### src/rtl/spi_scene_receiver.sv
// Receives fixed-length SPI mode-0 frames from the MCU and hands each complete word to the raytracer.
// Latency: recv_dv pulses SYNC_STAGES+2 clocks after the clock edge that first samples spi_cs_n high.
// Backpressure: none; the word is delivered regardless, and spi_irq tells the MCU when to send.
module spi_scene_receiver #(
    parameter int WORD_BITS   = 64,
    parameter int SYNC_STAGES = 2
) (
    input  logic                 CLK100MHZ,
    input  logic                 ck_rst_,
    input  logic                 spi_sclk,
    input  logic                 spi_mosi,
    input  logic                 spi_cs_n,
    input  logic                 recv_interrupt,
    output logic                 recv_dv,
    output logic [WORD_BITS-1:0] recv_64bit,
    output logic                 spi_irq,
    output logic                 frame_err,
    output logic [7:0]           frame_cnt
);

    typedef enum logic [1:0] {
        IDLE    = 2'd0,
        SHIFT   = 2'd1,
        DONE    = 2'd2,
        DISCARD = 2'd3
    } state_t;

    localparam logic [6:0] WORD_CNT = 7'(WORD_BITS);
    // A cs_n fall seen this soon after reset was already low at the pin: mid-frame restart.
    localparam logic [2:0] INIT_WIN = 3'(SYNC_STAGES + 1);

    logic [SYNC_STAGES-1:0] sclk_sync_q;
    logic [SYNC_STAGES-1:0] mosi_sync_q;
    logic [SYNC_STAGES-1:0] cs_sync_q;

    logic sclk_prev_q;
    logic cs_prev_q;
    logic sclk_rise_q;
    logic cs_rise_q;
    logic cs_fall_q;
    logic mosi_q;
    logic [2:0] init_cnt_q;

    state_t                 state_q, state_d;
    logic [6:0]             bit_cnt_q, bit_cnt_d;
    logic [WORD_BITS-1:0]   shift_q, shift_d;
    logic                   dv_q, dv_d;
    logic [WORD_BITS-1:0]   word_q, word_d;
    logic                   err_q, err_d;
    logic [7:0]             cnt_q, cnt_d;
    logic                   irq_q;

    logic sclk_s;
    logic mosi_s;
    logic cs_s;
    logic in_init_win;

    assign sclk_s      = sclk_sync_q[SYNC_STAGES-1];
    assign mosi_s      = mosi_sync_q[SYNC_STAGES-1];
    assign cs_s        = cs_sync_q[SYNC_STAGES-1];
    assign in_init_win = (init_cnt_q <= INIT_WIN);

    always_ff @(posedge CLK100MHZ or negedge ck_rst_) begin
        if (!ck_rst_) begin
            sclk_sync_q <= '0;
            mosi_sync_q <= '0;
            cs_sync_q   <= '1;
        end else begin
            sclk_sync_q <= {sclk_sync_q[SYNC_STAGES-2:0], spi_sclk};
            mosi_sync_q <= {mosi_sync_q[SYNC_STAGES-2:0], spi_mosi};
            cs_sync_q   <= {cs_sync_q[SYNC_STAGES-2:0], spi_cs_n};
        end
    end

    // Edge strobes are registered; mosi is delayed alongside so it lines up with sclk_rise_q.
    always_ff @(posedge CLK100MHZ or negedge ck_rst_) begin
        if (!ck_rst_) begin
            sclk_prev_q <= 1'b0;
            cs_prev_q   <= 1'b1;
            sclk_rise_q <= 1'b0;
            cs_rise_q   <= 1'b0;
            cs_fall_q   <= 1'b0;
            mosi_q      <= 1'b0;
            init_cnt_q  <= 3'd0;
        end else begin
            sclk_prev_q <= sclk_s;
            cs_prev_q   <= cs_s;
            sclk_rise_q <= sclk_s & ~sclk_prev_q;
            cs_rise_q   <= cs_s & ~cs_prev_q;
            cs_fall_q   <= ~cs_s & cs_prev_q;
            mosi_q      <= mosi_s;
            if (init_cnt_q != 3'd7) begin
                init_cnt_q <= init_cnt_q + 3'd1;
            end
        end
    end

    always_comb begin
        state_d   = state_q;
        bit_cnt_d = bit_cnt_q;
        shift_d   = shift_q;
        dv_d      = 1'b0;
        word_d    = word_q;
        err_d     = err_q;
        cnt_d     = cnt_q;
        case (state_q)
            IDLE: begin
                if (cs_fall_q) begin
                    if (in_init_win) begin
                        state_d = DISCARD;
                    end else begin
                        state_d   = SHIFT;
                        bit_cnt_d = 7'd0;
                        shift_d   = '0;
                    end
                end
            end
            SHIFT: begin
                // cs_n rise wins over a coincident sclk rise.
                if (cs_rise_q) begin
                    if (bit_cnt_q == WORD_CNT) begin
                        state_d = DONE;
                    end else begin
                        state_d = IDLE;
                        err_d   = 1'b1;
                    end
                end else if (sclk_rise_q) begin
                    if (bit_cnt_q == WORD_CNT) begin
                        state_d = DISCARD;
                        err_d   = 1'b1;
                    end else begin
                        shift_d   = {shift_q[WORD_BITS-2:0], mosi_q};
                        bit_cnt_d = bit_cnt_q + 7'd1;
                    end
                end
            end
            DONE: begin
                state_d = IDLE;
                dv_d    = 1'b1;
                word_d  = shift_q;
                cnt_d   = cnt_q + 8'd1;
                err_d   = 1'b0;
            end
            DISCARD: begin
                if (cs_rise_q) begin
                    state_d = IDLE;
                end
            end
            default: begin
                state_d = IDLE;
            end
        endcase
    end

    always_ff @(posedge CLK100MHZ or negedge ck_rst_) begin
        if (!ck_rst_) begin
            state_q   <= IDLE;
            bit_cnt_q <= 7'd0;
            shift_q   <= '0;
            dv_q      <= 1'b0;
            word_q    <= '0;
            err_q     <= 1'b0;
            cnt_q     <= 8'd0;
            irq_q     <= 1'b0;
        end else begin
            state_q   <= state_d;
            bit_cnt_q <= bit_cnt_d;
            shift_q   <= shift_d;
            dv_q      <= dv_d;
            word_q    <= word_d;
            err_q     <= err_d;
            cnt_q     <= cnt_d;
            irq_q     <= recv_interrupt;
        end
    end

    assign recv_dv    = dv_q;
    assign recv_64bit = word_q;
    assign spi_irq    = irq_q;
    assign frame_err  = err_q;
    assign frame_cnt  = cnt_q;

endmodule

### config.mk
export PLATFORM = sky130hd
export DESIGN_NAME = spi_scene_receiver
export DESIGN_NICKNAME = d
export VERILOG_FILES = /design/src/rtl/spi_scene_receiver.sv
export SDC_FILE = /design/constraint.sdc
export NUM_CORES = 1
export LEC_CHECK = 0
export ABC_AREA = 1
export CAP_MARGIN = 15
export CORE_MARGIN = 2
export CORE_UTILIZATION = 59
export DETAILED_ROUTE_END_ITERATION = 16
export PLACE_DENSITY = 0.88
export SLEW_MARGIN = 40
export SYNTH_ARGS = -nofsm -noshare
export SYNTH_HDL_FRONTEND = slang
export SYNTH_SLANG_ARGS = --single-unit
### constraint.sdc
create_clock -name CLK100MHZ -period 3.4 [get_ports CLK100MHZ]
set_input_delay 0.51 -clock CLK100MHZ [delete_from_list [all_inputs] [get_ports CLK100MHZ]]
set_output_delay 0.51 -clock CLK100MHZ [all_outputs]
set_load 0.1 [all_outputs]
==> results of run 1 <==
## metrics by stage
| step | hold WS, ps | power, mW | utilization [%] |
|---|---|---|---|
| after detailed placement | 335 | 3.50 | 64.6 |
| after floorplan | 214 | 3.29 | - |
| after CTS | 35.9 | 5.45 | 70.2 |
| after global placement | 334 | 3.49 | 68.0 |
| after global routing | 64.1 | 5.68 | 70.2 |
| final | -20.3 | 5.42 | 70.2 |
## registers in the layout, indices dropped and copies added (netlist names), 2 cells and up
| name | flops |
|---|---|
| frame_cnt | 8 |
| shift_q | 64 |
| mosi_sync_q | 2 |
| init_cnt_q | 3 |
| sclk_sync_q | 2 |
| state_q | 2 |
| cs_sync_q | 2 |
| bit_cnt_q | 7 |
| recv_64bit | 64 |
## cell usage in the layout (no fill, tap or decap), types with 2 or more instances in the layout
master / instances
nand2_1: 376
buf_2: 75
nor2_1: 15
clkbuf_16: 16
buf_4: 4
nand4_1: 4
inv_1: 21
dfrtp_1: 160
nor2_4: 3
ha_1: 6
dfstp_2: 3
clkdlybuf4s50_1: 4
inv_6: 2
nand3_1: 79
nand3b_1: 2
xor2_1: 7
clkinvlp_4: 3
bufinv_16: 4
inv_2: 2
clkinv_2: 3
## routing by layer
layer,routed length (um),vias up,track usage (%),part of all wire [%]
li1,-,2380,-,-
met1,5580,2370,30.5,44
met2,6250,165,39.7,50
met3,659,14,5.20,5.2
met4,102,0,7.42,0.81
met5,0,-,0,0
## cell type report
type                       count  area [um2]
tap                          140         175
inverter                      24        92.6
timing repair buffer          85         480
multi-input combinational    501        2140
fill                         802        3220
clock buffer                  18         418
clock inverter                13         184
sequential                   163        4080
## power by group through the flow
| stage | combinational, mW | clock, mW | sequential, mW |
|---|---|---|---|
| 6_report | 1.37 | 1.93 | 2.11 |
| 5_1_grt | 1.50 | 2.06 | 2.12 |
| 4_1_cts | 1.37 | 1.97 | 2.11 |
| 3_5_place_dp | 1.36 | 0 | 2.14 |
| 3_3_place_gp | 1.35 | 0 | 2.14 |
| 2_1_floorplan | 0.852 | 0 | 2.44 |
## path summary, 6_finish.rpt
kind,startpoint,endpoint,slack [ps]
setup / recovery,bit_cnt_q[0],bit_cnt_q[2],1010
hold / removal,ck_rst_,recv_dv,-20
setup reg to reg,bit_cnt_q[0],bit_cnt_q[2],1010
hold reg to reg,sclk_sync_q[0],sclk_sync_q[1],350
max in group asynchronous,ck_rst_,cs_prev_q,2560
min in group CLK100MHZ,sclk_sync_q[0],sclk_sync_q[1],350
## critical path, cell delays in order, from the launching register on
cell,delay [ps]
dfrtp_1,430
inv_1,90
ha_1,220
nand2_1,70
inv_1,80
nand3_1,130
nor2_1,90
nor2_4,430
buf_4,480
nand3_1,160
nand2_1,110
## cells by family after synthesis
| family | count (synthesis) | synth area share [%] |
|---|---|---|
| and+or+nand+nor | 482 | 30.2 |
| DFF | 163 | 62.9 |
| buffers and inverters | 60 | 4.15 |
| xor gates and xnor gates | 8 | 1.08 |
| adders and majority gates | 6 | 1.16 |
| AOI/OAI and AO/OA | 4 | 0.347 |
| muxes | 1 | 0.174 |
==> results.sh, run 1 <==
export IMPL_synth_avg_cell_area_um2=8.96
export IMPL_drtPass1Iterations=4
export IMPL_overflow=0
export IMPL_critPathLaunchType="register"
export IMPL_drt_iter0_markers=340
export IMPL_cts_max_path_buffers=2
export IMPL_die_h_um=109
export IMPL_post_route_period_util_pct=70.2
export IMPL_syn_inst=724
export IMPL_max_freq_ghz=0.419
export IMPL_pwr_share_clk_pct=35.7
export IMPL_layout_nets=804
export IMPL_cap_violations=0
export IMPL_async_flop_share_pct=100
export IMPL_internal_power_mw=3.43
export IMPL_detail_route_antenna_nets=0
export IMPL_hp_class="in -> async"
export IMPL_yosysSeqAreaShare_pct=62.9
export IMPL_synth_nets=736
export IMPL_area_growth_pct=16.7
export IMPL_fin_cells=944
export IMPL_routedWlPerCell_um=13.3
export IMPL_clk_latency_ps=520
export IMPL_finalHoldViolCount=8
export IMPL_whs_ps=-20.3
export IMPL_rsz0062_at_grt="false"
export IMPL_drive_gt1_share_pct=15.4
export IMPL_root_buffer="clkbuf_8"
export IMPL_cts_htree_levels=4
export IMPL_fin_ws_ps=1010
export IMPL_combPwrFrac_pct=25.3
export IMPL_cts_buffers=17
export IMPL_ys_warn_count=0
export IMPL_drt_wl_total_um=12600
export IMPL_tightest_slew_ps=740
export IMPL_cts_resized=0
export IMPL_synth_area_um2=6490
export IMPL_io_pins=81
export IMPL_outcome="complete, but fails checks"
export IMPL_slew_limit_headroom_pct=50.7
export IMPL_violations="negative hold slack"
export IMPL_design_area_um2=7570
export IMPL_synth_top_area_share_pct=61.7
export IMPL_globalplace_congestion=0.858
export IMPL_synth_ff_type="dfrtp_1"
export IMPL_viasPerCell=5.22
export IMPL_grt_pass1_vias=4952
export IMPL_final_setup_skew_ps=12.3
export IMPL_antenna_diode_count=0
export IMPL_critPathKind="reg -> reg"
export IMPL_num_vias=4929
export IMPL_hpwl_um=7760
export IMPL_required_ps=3850
export IMPL_fin_setup_tns_ps=0
export IMPL_dp_cells=913
export IMPL_start_util_pct=60.1
export IMPL_switching_share_pct=36.7
export IMPL_grt_pass1_wl_um=22100
export IMPL_worst_ep_arrival_time_ps=2840
export IMPL_dpl_worst_slack_ps=1130
export IMPL_portBuffers=80
export IMPL_place_area_um2=6970
export IMPL_route_detailed_drc=0
export IMPL_synth_most_common_cell="nand2_1"
export IMPL_yosys_top_cells_count="nand2_1, dfrtp_1, nand3_1"
export IMPL_cts_tree="built"
export IMPL_crit_path_end_kind="register"
export IMPL_power_switching_mw=1.99
export IMPL_worst_path_max_fanout=44
export IMPL_die_area_um2=11900
export IMPL_grtUsageTotal_pct=23.5
export IMPL_antenna_found_initial=0
export IMPL_core_area_um2=10800
export IMPL_yosys_cell_types_count=27
export IMPL_rows=38
export IMPL_peakVddDrop_v=0.000473
export IMPL_period_minus_slack_ps=2390
export IMPL_setup_viol=0
export IMPL_die_x_um=109
export IMPL_drv_slew=0
export IMPL_ys_top_cells_by_area="dfrtp_1, nand2_1, nand3_1"
export IMPL_synth_ff_latch_count=163
export IMPL_cts_hold_buf=0
export IMPL_reg2reg_depth=10
export IMPL_post_cts_buffers=0
export IMPL_grt_max_degree=98
export IMPL_synth_edf_count=0
export IMPL_cts_sink_count=163
export IMPL_power_frac_seq_pct=39.0
export IMPL_power_leakage_nw=4.42
export IMPL_clk_pin_slew_ps=60
export IMPL_power_density_nw_per_um2=715
export IMPL_synth_top_area_cell="dfrtp_1"
No activity file was read; power rests on OpenSTA's default activity.
==> run 2: changes to the inputs <==
- CORE_UTILIZATION: 59 -> 55
- PLACE_DENSITY: 0.88 -> 0.83
- clock period: 3.4 -> 2.3 ns (I/O delays scaled with it)
==> run 2 against run 1 <==
Net effect:
- the run now ends clean
- flip-flop and latch count did not move
- core utilization shrank 1.6 points
- clock power is 50% higher
- global-route usage is 1.7 points lower
- setup slack got worse by 700 ps
- cell area increased by 3.8%
- critical path depth shrank 3
- combinational power increased by 59%
- critical endpoint is now state_q[1]
- largest power group unchanged
- highest routed layer unchanged
==> results.sh, run 2 (synthesized netlist as in run 1, its figures left out) <==
export IMPL_outcome="completed"
export IMPL_cts_resized=0
export IMPL_drt_iter0_markers=370
export IMPL_drt_wl_total_um=12900
export IMPL_fillers=856
export IMPL_routedWlPerCell_um=13.5
export IMPL_clk_latency_ps=420
export IMPL_max_freq_ghz=0.504
export IMPL_antenna_found_initial=0
export IMPL_layout_nets=810
export IMPL_final_setup_skew_ps=7.81
export IMPL_final_cell_mix="nand2_1, dfrtp_1, buf_4"
export IMPL_tightest_slew_ps=707
export IMPL_fin_ws_ps=316
export IMPL_post_route_period_util_pct=86.3
export IMPL_grt_max_degree=72
export IMPL_path_cells="inv_2, nor2_4, buf_4, nand2_1, o21bai_1, nand3_1, nand2_1"
export IMPL_antenna_diode_count=0
export IMPL_start_util_pct=56.6
export IMPL_crit_path_end_kind="register"
export IMPL_core_area_um2=11500
export IMPL_cts_sink_count=163
export IMPL_cts_htree_levels=4
export IMPL_drive_gt1_share_pct=16.2
export IMPL_power_leakage_nw=4.47
export IMPL_rows=39
export IMPL_root_buffer="clkbuf_16"
export IMPL_critPathLaunchType="register"
export IMPL_grtUsageTotal_pct=21.8
export IMPL_post_cts_buffers=0
export IMPL_dpl_worst_slack_ps=380
export IMPL_worst_path_max_fanout=71
export IMPL_final_common_cell="nand2_1"
export IMPL_hpwl_um=8160
export IMPL_worst_ep_arrival_time_ps=2290
export IMPL_cts_tree="built"
export IMPL_die_area_um2=12700
export IMPL_num_vias=4933
export IMPL_slowest_stage="buf_4"
export IMPL_power_density_nw_per_um2=1040
export IMPL_viasPerCell=5.17
export IMPL_rsz0062_at_grt="false"
export IMPL_critPathMaxStageDelay_ps=570
export IMPL_io_pins=81
export IMPL_cts_hold_buf=1
export IMPL_required_ps=2600
export IMPL_fin_cells=954
export IMPL_area_growth_pct=21.2
export IMPL_critPathKind="reg -> reg"
export IMPL_die_h_um=113
export IMPL_setup_viol=0
export IMPL_route_detailed_drc=0
export IMPL_peakVddDrop_v=0.000556
export IMPL_crit_path_frequent_cell="nand2_1"
export IMPL_globalplace_congestion=0.762
export IMPL_drtPass1Iterations=4
export IMPL_portBuffers=80
export IMPL_period_minus_slack_ps=1980
export IMPL_die_x_um=113
export IMPL_grt_pass1_vias=4953
export IMPL_dp_cells=921
export IMPL_fin_setup_tns_ps=0
export IMPL_overflow=0
export IMPL_cts_buffers=17
export IMPL_cts_max_path_buffers=2
export IMPL_detail_route_antenna_nets=0
export IMPL_p_total_mw=8.19
export IMPL_grt_pass1_wl_um=22700
export IMPL_drv_slew=0
export IMPL_cap_violations=0
export IMPL_slew_limit_headroom_pct=52.9
export IMPL_multiInputGateArea_um2=2140
export IMPL_hp_class="in -> reg"
export IMPL_clk_pin_slew_ps=60
export IMPL_finalHoldViolCount=0
export IMPL_seqCellArea_um2=4080
## run 2: worst paths after layout
| check | from | to | slack [ps] | cells past startpoint |
|---|---|---|---|---|
| max in group asynchronous | ck_rst_ | frame_cnt[6] | 1160 | 3 |
| hold / removal | spi_cs_n | cs_sync_q[0] | 340 | 1 |
| setup reg to reg | state_q[0] | state_q[1] | 320 | 7 |
| setup / recovery | state_q[0] | state_q[1] | 320 | 7 |
| hold reg to reg | mosi_sync_q[0] | mosi_sync_q[1] | 350 | 0 |
| min in group asynchronous | ck_rst_ | shift_q[59] | 460 | 2 |
## run 2: area by class of cell
type	instances	area share, %
multi-input cells	501	27.2
well taps	143	2.28
flip-flops and latches	163	51.9
clock inverters	14	2.24
repair buffers	91	9.53
inverters	24	1.18
clock buffers	18	5.59
## run 2: power breakdown
group / leakage (nW) / internal, mW / switching (mW) / total (mW)
Sequential: 2.22 / 2.99 / 0.128 / 3.12
Combinational: 1.95 / 0.447 / 1.73 / 2.18
Clock: 0.298 / 1.75 / 1.14 / 2.90
Total: 4.47 / 5.19 / 3.00 / 8.19
## run 2: critical path, delay by kind of cell (launching register included)
family,cells,cell delay [ps]
AO/OA/AOI/OAI,1,250
buffers and inverters,2,670
flip-flops,1,520
AND/OR/NAND/NOR,4,430
## run 2: metal layers
layer  GRT usage [%]  vias to the layer above  routed length, um
met1            29.6                     2392               5750
met2            35.5                      124               6320
li1                -                     2397                  -
met4            7.07                        0                196
met3            4.70                       20                597
met5               0                        -                  0
## run 2: metrics by stage
stage | util [%] | area [um2] | hold WS [ps]
4_1_cts | 68.6 | 7860 | 325
3_5_place_dp | 63.1 | 7240 | 337
2_1_floorplan | - | 6490 | 49.4
3_3_place_gp | 63.1 | 7230 | 336
5_1_grt | 68.6 | 7860 | 334
6_report | 68.6 | 7860 | 335
==> run 3: changes to the inputs <==
- RECOVER_POWER: not set -> 100
==> run 3 against run 2 <==
Net effect:
- clock skew is 2.0 ps higher
- highest routed layer unchanged
- critical endpoint is now frame_err
- worst hold slack better by 15 ps
- sequential share of layout area grew 1.8 points
- register-to-register slack got worse by 40 ps
- largest cell class unchanged
- maximum frequency decreased by 1.8%
- via count down 0.26%
- wire length is 0.58% lower
- global-route usage stayed put
- core utilization shrank 2.3 points
- non-clock buffer count unchanged
==> results.sh, run 3 (synthesized netlist as in run 1, its figures left out) <==
export IMPL_crit_path_end_kind="register"
export IMPL_p_total_mw=8.11
export IMPL_cts_buffers=17
export IMPL_finalHoldViolCount=0
export IMPL_drive_gt1_share_pct=10.9
export IMPL_holdPathEnd="mosi_sync_q[1]"
export IMPL_crit_family="buffers and inverters"
export IMPL_worst_ep_arrival_time_ps=2320
export IMPL_critPathMaxStageDelay_ps=630
export IMPL_clk_latency_ps=420
export IMPL_peakVddDrop_v=0.000562
export IMPL_critPathLaunchType="register"
export IMPL_die_x_um=113
export IMPL_start_util_pct=56.6
export IMPL_grtUsageTotal_pct=21.8
export IMPL_cts_tree="built"
export IMPL_fin_setup_tns_ps=0
export IMPL_path_cells="inv_1, nor2_4, clkbuf_4, nand2_1, o21bai_1, nand3_1, nand2_1"
export IMPL_power_density_nw_per_um2=1070
export IMPL_outcome="completed"
export IMPL_ff2ff_setup_slack_ps=280
export IMPL_cts_max_path_buffers=2
export IMPL_post_cts_buffers=0
export IMPL_layout_nets=810
export IMPL_hp_class="reg -> reg"
export IMPL_detail_route_antenna_nets=0
export IMPL_r2r_end="frame_err"
export IMPL_fin_ws_ps=280
export IMPL_io_pins=81
export IMPL_drt_iter0_markers=335
export IMPL_slowest_stage="clkbuf_4"
export IMPL_die_h_um=113
export IMPL_drv_slew=0
export IMPL_drtPass1Iterations=5
export IMPL_power_leakage_nw=4.27
export IMPL_num_vias=4920
export IMPL_drt_wl_total_um=12800
export IMPL_portBuffers=80
export IMPL_required_ps=2600
export IMPL_routedWlPerCell_um=13.4
export IMPL_worst_path_max_fanout=71
export IMPL_holdCritStartpoint="mosi_sync_q[0]"
export IMPL_grt_pass1_vias=4953
export IMPL_r2r_start="state_q[0]"
export IMPL_rows=39
export IMPL_root_buffer="clkbuf_16"
export IMPL_fin_util_pct=66.3
export IMPL_hpwl_um=8160
export IMPL_post_route_period_util_pct=87.8
export IMPL_setup_viol=0
export IMPL_die_area_um2=12700
export IMPL_grt_pass1_wl_um=22700
export IMPL_area_growth_pct=17.1
export IMPL_antenna_found_initial=0
export IMPL_dpl_worst_slack_ps=380
export IMPL_reg2reg_depth=7
export IMPL_cts_sink_count=163
export IMPL_clk_pin_slew_ps=60
export IMPL_crit_path_frequent_cell="nand2_1"
export IMPL_max_freq_ghz=0.495
export IMPL_grt_max_degree=72
export IMPL_globalplace_congestion=0.762
export IMPL_route_detailed_drc=0
export IMPL_overflow=0
export IMPL_core_area_um2=11500
export IMPL_rsz0062_at_grt="false"
export IMPL_antenna_diode_count=0
export IMPL_final_setup_skew_ps=9.81
export IMPL_tightest_slew_ps=1400
export IMPL_cap_violations=0
export IMPL_final_cell_mix="nand2_1, dfrtp_1, nand3_1"
export IMPL_cts_htree_levels=4
export IMPL_critPathKind="reg -> reg"
export IMPL_cp_num_buf_inv=2
export IMPL_period_minus_slack_ps=2020
export IMPL_slew_limit_headroom_pct=6.65
export IMPL_final_common_cell="nand2_1"
export IMPL_holdPathStages=0
export IMPL_viasPerCell=5.16
## run 3: cell types whose count changed in the layout (fill, tap and decap cells not counted), moves of 2 or more
cell             before  now
buf_1                 0    5
clkbuf_1              0   34
clkbuf_4              0    2
clkbuf_2              0   39
dlygate4sd3_1         1    5
buf_4                81    2
clkdlybuf4s50_1       4    0
## run 3: through the flow
step | instances | cell area, um2 | hold slack [ps]
2_1_floorplan | 724 | 6490 | 49.4
3_3_place_gp | 921 | 7230 | 336
3_5_place_dp | 921 | 7240 | 337
4_1_cts | 954 | 7860 | 325
5_1_grt | 954 | 7600 | 354
6_report | 954 | 7600 | 350
## run 3: worst max-delay path by stage
stage                      start        endpoint  slack (ps)  cells past startpoint
finish                state_q[0]       frame_err         280                      7
global route             ck_rst_  recv_64bit[57]          80                      3
CTS                   state_q[0]       frame_err         330                      7
detailed placement    state_q[0]       frame_err         380                      7
global placement      state_q[0]       frame_err         430                      7
floorplan           frame_cnt[0]    frame_cnt[6]         520                      6
## run 3: cell type report
| type | count | area [um2] |
|---|---|---|
| fill | 920 | 3870 |
| sequential | 163 | 4080 |
| timing repair buffer | 91 | 502 |
| clock inverter | 14 | 176 |
| multi-input combinational | 501 | 2130 |
| tap | 143 | 179 |
| clock buffer | 18 | 439 |
| inverter | 24 | 92.6 |
## run 3: layer usage
metal  vias up  share of wire [%]  track usage [%]
met5         -                  0                0
met4         0                1.2             7.07
met3        16                4.6             4.70
met2       119                 49             35.5
met1      2391                 45             29.6
li1       2394                  -                -
## run 3: what timing repair did
item                                   in CTS  in global routing
hold buffers                                1                  0
endpoints found under the hold margin      52                  0
gates resized for setup                     0                  0
## run 3: power by group
group          total [mW]  switching (mW)  leakage [nW]  internal (mW)
Combinational        2.10            1.71          1.75          0.387
Sequential           3.11           0.119          2.22           2.99
Clock                2.90            1.15         0.298           1.75
